<file path="config.mk">
export PLATFORM = sky130hd
export DESIGN_NAME = clk_div_multi
export DESIGN_NICKNAME = d
export VERILOG_FILES = /design/src/rtl/clk_div_multi.sv
export SDC_FILE = /design/constraint.sdc
export NUM_CORES = 1
export LEC_CHECK = 0
export ABC_AREA = 1
export CORE_ASPECT_RATIO = 1.5
export CORE_MARGIN = 5
export CORE_UTILIZATION = 35
export DETAILED_ROUTE_END_ITERATION = 12
export GPL_ROUTABILITY_DRIVEN = 0
export PLACE_DENSITY = 0.59
export SLEW_MARGIN = 0
export SYNTH_ARGS = -nofsm -noshare
export SYNTH_HDL_FRONTEND = slang
export SYNTH_SLANG_ARGS = --single-unit
export TNS_END_PERCENT = 5
</file>
<file path="constraint.sdc">
create_clock -name clk_50Mhz -period 3.24 [get_ports clk_50Mhz]
set_input_delay 0.648 -clock clk_50Mhz [delete_from_list [all_inputs] [get_ports clk_50Mhz]]
set_output_delay 0.648 -clock clk_50Mhz [all_outputs]
set_load 0.05 [all_outputs]
</file>
<file path="src/rtl/clk_div_multi.sv">
// Multi-channel 50%-duty clock divider with per-channel tick strobes.
// Half-periods can be reprogrammed at runtime; a new value is applied at the next half-period boundary.
module clk_div_multi #(
    parameter int NUM_CH       = 3,
    parameter int CNT_W        = 16,
    parameter int DEFAULT_HALF = 2500
) (
    input  logic                    clk_50Mhz,
    input  logic                    rst_n,
    input  logic                    en,
    input  logic                    sync_clear,
    input  logic                    load,
    input  logic [NUM_CH-1:0]       load_mask,
    input  logic [NUM_CH*CNT_W-1:0] half_in,
    output logic [NUM_CH-1:0]       clk_out,
    output logic [NUM_CH-1:0]       tick,
    output logic                    cfg_err
);

    localparam logic [CNT_W-1:0] HP_RST = CNT_W'(DEFAULT_HALF);

    logic [NUM_CH-1:0] zero_sel;

    genvar gi;
    generate
        for (gi = 0; gi < NUM_CH; gi++) begin : gen_ch
            logic [CNT_W-1:0] slice;
            logic             load_sel;
            logic             load_ok;
            logic             boundary;
            logic [CNT_W-1:0] cnt_reg;
            logic [CNT_W-1:0] hp_reg;
            logic [CNT_W-1:0] pend_reg;
            logic             pv_reg;
            logic             clk_reg;
            logic             tick_reg;

            assign slice        = half_in[gi*CNT_W +: CNT_W];
            assign load_sel     = load & load_mask[gi];
            assign load_ok      = load_sel && (slice != '0);
            assign zero_sel[gi] = load_sel && (slice == '0);
            // hp is never zero, so hp-1 cannot underflow
            assign boundary     = cnt_reg >= (hp_reg - CNT_W'(1));

            always_ff @(posedge clk_50Mhz) begin
                if (!rst_n) begin
                    cnt_reg  <= '0;
                    hp_reg   <= HP_RST;
                    pend_reg <= '0;
                    pv_reg   <= 1'b0;
                    clk_reg  <= 1'b0;
                    tick_reg <= 1'b0;
                end else if (sync_clear) begin
                    cnt_reg  <= '0;
                    clk_reg  <= 1'b0;
                    tick_reg <= 1'b0;
                    // A same-cycle load bypasses pending and becomes active directly
                    if (load_ok) begin
                        hp_reg <= slice;
                        pv_reg <= 1'b0;
                    end else if (pv_reg) begin
                        hp_reg <= pend_reg;
                        pv_reg <= 1'b0;
                    end
                end else begin
                    tick_reg <= 1'b0;
                    if (en) begin
                        if (boundary) begin
                            cnt_reg  <= '0;
                            clk_reg  <= ~clk_reg;
                            tick_reg <= ~clk_reg;
                            if (pv_reg) begin
                                hp_reg <= pend_reg;
                                pv_reg <= 1'b0;
                            end
                        end else begin
                            cnt_reg <= cnt_reg + CNT_W'(1);
                        end
                    end
                    // Placed last so a load coinciding with a boundary stays pending
                    if (load_ok) begin
                        pend_reg <= slice;
                        pv_reg   <= 1'b1;
                    end
                end
            end

            assign clk_out[gi] = clk_reg;
            assign tick[gi]    = tick_reg;
        end
    endgenerate

    always_ff @(posedge clk_50Mhz) begin
        if (!rst_n) begin
            cfg_err <= 1'b0;
        end else begin
            cfg_err <= |zero_sel;
        end
    end

endmodule

</file>
Word-level counts from Yosys, hierarchy flattened
Index checks and enable logic that the tools add are counted.
- bitwise logic cells: 12
- reduce and logical (&&, ||, !) cells: 39
- $add $sub $neg: 6
- muxes and demuxes: 27
- $lt $le $gt $ge: 3
- operator list (kind ; count):
    16-bit two-way mux ; 18
    16-bit by 1-bit adder with 16-bit output (second input constant) ; 3
    16-bit greater-or-equal comparator ; 3
    16-bit logical NOT ; 3
    16-bit nonzero test ; 3
    16-bit by 1-bit subtractor with 16-bit output (second input constant) ; 3
    2-bit AND reduction ; 12
    2-bit nonzero test ; 10
    4-bit OR reduction ; 3
    1-bit two-way mux ; 9
    1-bit inverter ; 9
    1-bit logical AND ; 6
    1-bit bitwise AND ; 3
    3-bit OR reduction ; 1
    2-bit OR reduction ; 1
- output and inout port bits: 7
- input port bits: 56
- register bits after elaboration: 154

Longest topological paths before layout
- depth after elaboration: 5
- gate-level depth with buffers: 21

Worst setup path after synthesis
OpenSTA, ideal clock, no wires.
- kind: flip-flop to flip-flop
- start: reg gen_ch[1].hp_reg[0]
- end: reg gen_ch[1].hp_reg[9]
- data arrival time: 2495 ps
- path buffers: 1
- path slack: 630 ps
- required time: 3125 ps
- setup time: 115 ps
- period minus slack after synthesis: 2610 ps
- stages on the path, launching flop included: 19
- cell sequence: dfxtp_1 inv_1 ha_1 nand2_1 nor2_1 inv_1 nor2_1 nand2_1 nor2_1 xor2_1 inv_1 ha_1 nand2_1 o21ai_1 nor2_1 nand3_2 buf_2 a21oi_1 nor2_1
- word-level cells in the longest chain between the ends: 4
- ends and longest elaborated chain (element ; RTL line ; RTL):
    start, declared ; 32 ; logic [CNT_W-1:0] hp_reg;
    start signal, assigned ; 59 ; hp_reg <= slice;
    start signal, assigned ; 62 ; hp_reg <= pend_reg;
    start signal, assigned ; 73 ; hp_reg <= pend_reg;
    16-bit by 1-bit subtractor with 16-bit output ; 43 ; assign boundary = cnt_reg >= (hp_reg - CNT_W'(1));
    16-bit greater-or-equal comparator ; 43 ;
    2-bit nonzero test (no line) ; - ;
    2-bit AND reduction (no line) ; - ;
Every way passes these cells.
A chain may end at the register's enable or synchronous reset.

Worst setup path after layout
- start: reg gen_ch[1].hp_reg[0]
- end: reg gen_ch[1].hp_reg[6]
The elaborated chain is that of the path after synthesis.

==> impl_metrics.ini <==
[logic_synthesis]
syn_area_per_cell_um2 = 6.596
synthArstFlopShare_pct = 0
synth-edff-count = 0
synthTopCellsByArea = dfxtp_1 31%, nand2_1 12%, inv_1 8.2%, nor2_1 7.0%, a21oi_1 6.9%
synth_cells = 1525
ys_seq_area_share_pct = 30.65
synthMostInstantiatedCell = nand2_1
synth_warnings = 0
synth_top_area_share_pct = 30.65
synth_common_cells = 317 x nand2_1, 219 x inv_1, 188 x nor2_1
ys.flop_type = dfxtp_1
syn-cell-area_um2 = 10060
synthDistinctLibCells = 42
yosys.area.top_type = dfxtp_1
synth-seq-cells = 154
synthesis.nets = 1635

[clocking]
cts_tree = yes
cts_max_level = 4
post_cts_buffers = 0
clk_pin_slew_ns = 0.06
cts_resized = 0
root_buffer = clkbuf_16
clock-sinks = 154
cts_buffers = 17
clkLatencyLatePin_ns = 0.44
clockBufferDepth = 2
hold_buffers = 0

[sta]
setup_ws_ns = 0.3097
slew_viol_final = 0
fin_skew_ns = 0.009023
slew_headroom_pct = 30.99
fin_crit_sh_pct = 90.44
setup_viol = 0
rsz0062_at_grt = true
tightestPinTransition_ns = 1.034
fin_crit_ns = 2.930
hold_ws_ns = 0.4450
max_freq_mhz = 341.3
final_hold_viol_count = 0

[hold_path]
hold_end = gen_ch[2].pend_reg[12]
hold_path_depth = 2
hp-start = gen_ch[2].pend_reg[12]
hp-class = reg -> reg

[setup_path]
crit_fanout = 28
rr_startpoint = gen_ch[1].hp_reg[0]
crit_arrival_ns = 3.22
ff2ff_setup_slack_ns = 0.31
cp.required_ns = 3.53
critPathKind = reg -> reg
setup.worst_path.start_class = register
rr_endpoint = gen_ch[1].hp_reg[6]
r2r_cells = 19
cp-end-kind = register

[placed_design]
pre_cts_ws_ns = 0.1481
dp.cells = 1892
hpwl_um = 19920
port_buffers = 62

[die]
die_w_um = 148.4
core_um2 = 28530
start_util_pct = 35.26
fp.dieH_um = 217.6
io_pins = 63
dieArea_um2 = 32300
num_rows = 76

[pwr]
p_leak_uw = 0.005305
peakVddDrop_mv = 0.3775
p_per_area_nw_per_um2 = 422.6
p_total_uw = 4914

[outcome]
status = finished clean

[detailed_routing]
vias = 9411
wire_per_inst_um = 13.72
first_iter_violations = 453
wirelength_um = 26400
vias_per_cell = 4.891
drcViolationCount = 0
drt-pass1-iter-count = 5
ant_nets = 0

[grt]
grt_max_degree = 98
grt_pass1_wl_um = 43640
grt_antenna_before_repair = 0
grt_overflow = 0
track_usage_pct = 16.66
grt_pass1_vias = 8910

[flow_run]
cap_viol_max_count = 0

[final_layout]
fin_cells = 1924
antenna_cells = 0
drive_above_1_share_pct = 7.756
syn_to_final_growth_pct = 15.60
finish.utilization_pct = 40.76
fin_nets = 1670
## worst max-delay path by stage
stage	start	endpoint	cells after the start
after floorplan	gen_ch[1].hp_reg[0]	gen_ch[1].hp_reg[9]	18
after global routing	gen_ch[2].hp_reg[0]	gen_ch[2].hp_reg[14]	20
after detailed placement	gen_ch[1].hp_reg[0]	gen_ch[1].cnt_reg[5]	18
final	gen_ch[1].hp_reg[0]	gen_ch[1].hp_reg[6]	19
after CTS	gen_ch[1].hp_reg[0]	gen_ch[1].cnt_reg[4]	18
after global placement	gen_ch[1].hp_reg[0]	gen_ch[1].cnt_reg[4]	18
## worst max-delay path, stage by stage (launching register included)
cell	delay (ns)
dfxtp_1	0.36
inv_2	0.11
ha_1	0.19
nand2_1	0.09
nor2_2	0.12
inv_1	0.11
nor2_2	0.13
nand2_1	0.11
nor2_1	0.13
xor2_1	0.16
inv_1	0.06
ha_1	0.28
nand4_1	0.10
a21oi_1	0.19
nor2_2	0.08
nand3_2	0.09
buf_12	0.17
nand2_1	0.14
nand2_1	0.08
nand3_1	0.06
## placed cells by master, fill, tap and decap left out, types with 6 or more instances in the layout
cell type	netlist	layout
nor2_1	188	182
inv_2	7	8
clkbuf_16	0	17
o21ai_1	6	6
mux2i_1	28	28
ha_1	54	54
xor2_1	33	33
clkdlybuf4s50_1	0	60
o21ai_0	58	58
nand3_1	89	89
a21oi_1	139	139
nor3_2	9	8
nor2_2	7	13
inv_1	219	218
xnor2_1	17	17
nand2_2	12	12
nor3_1	13	13
dfxtp_1	154	154
nand2_1	317	315
buf_4	11	24
nand4_1	66	66
## metal layers
metal | vias up | track usage (%) | wire [um]
met5 | - | 0 | 0
met4 | 0 | 8.413 | 945
met3 | 45 | 1.933 | 593
met2 | 126 | 31.48 | 14150
met1 | 4275 | 18.08 | 10710
li1 | 4965 | - | -
## cells by family (layout without fill, tap and decap cells)
| logic type | count (synthesis) | after routing | share of synthesized area (%) |
|---|---|---|---|
| and+or+nand+nor | 726 | 726 | 32.48 |
| buffers and inverters | 303 | 351 | 12.43 |
| AOI/OAI and AO/OA | 210 | 210 | 10.59 |
| DFF | 154 | 154 | 30.65 |
| adders and majority gates | 54 | 54 | 6.717 |
| xor gates and xnor gates | 50 | 50 | 4.354 |
| muxes | 28 | 28 | 2.786 |
## metrics by stage
step,setup TNS [ns],area (um^2)
finish,0,11630
global route,-0.005395,11630
CTS,0,11580
detailed placement,0,10970
global placement,0,10970
floorplan,0,10060
## power by group
group	internal [uW]	total [uW]	switching, uW
combinational	312	744	432
clock	1240	2100	862
sequential	1980	2070	95.0
total	3520	4910	1390
## final cells by class
class / count / area (um^2)
clock buffers: 19 / 442.9
clock inverters: 13 / 168.9
fillers: 3036 / 16900
flip-flops and latches: 154 / 3083
multi-input cells: 1068 / 5777
inverters: 230 / 865.8
well taps: 351 / 439.2
repair buffers: 89 / 850.8
No activity file was read; power rests on OpenSTA's default activity.
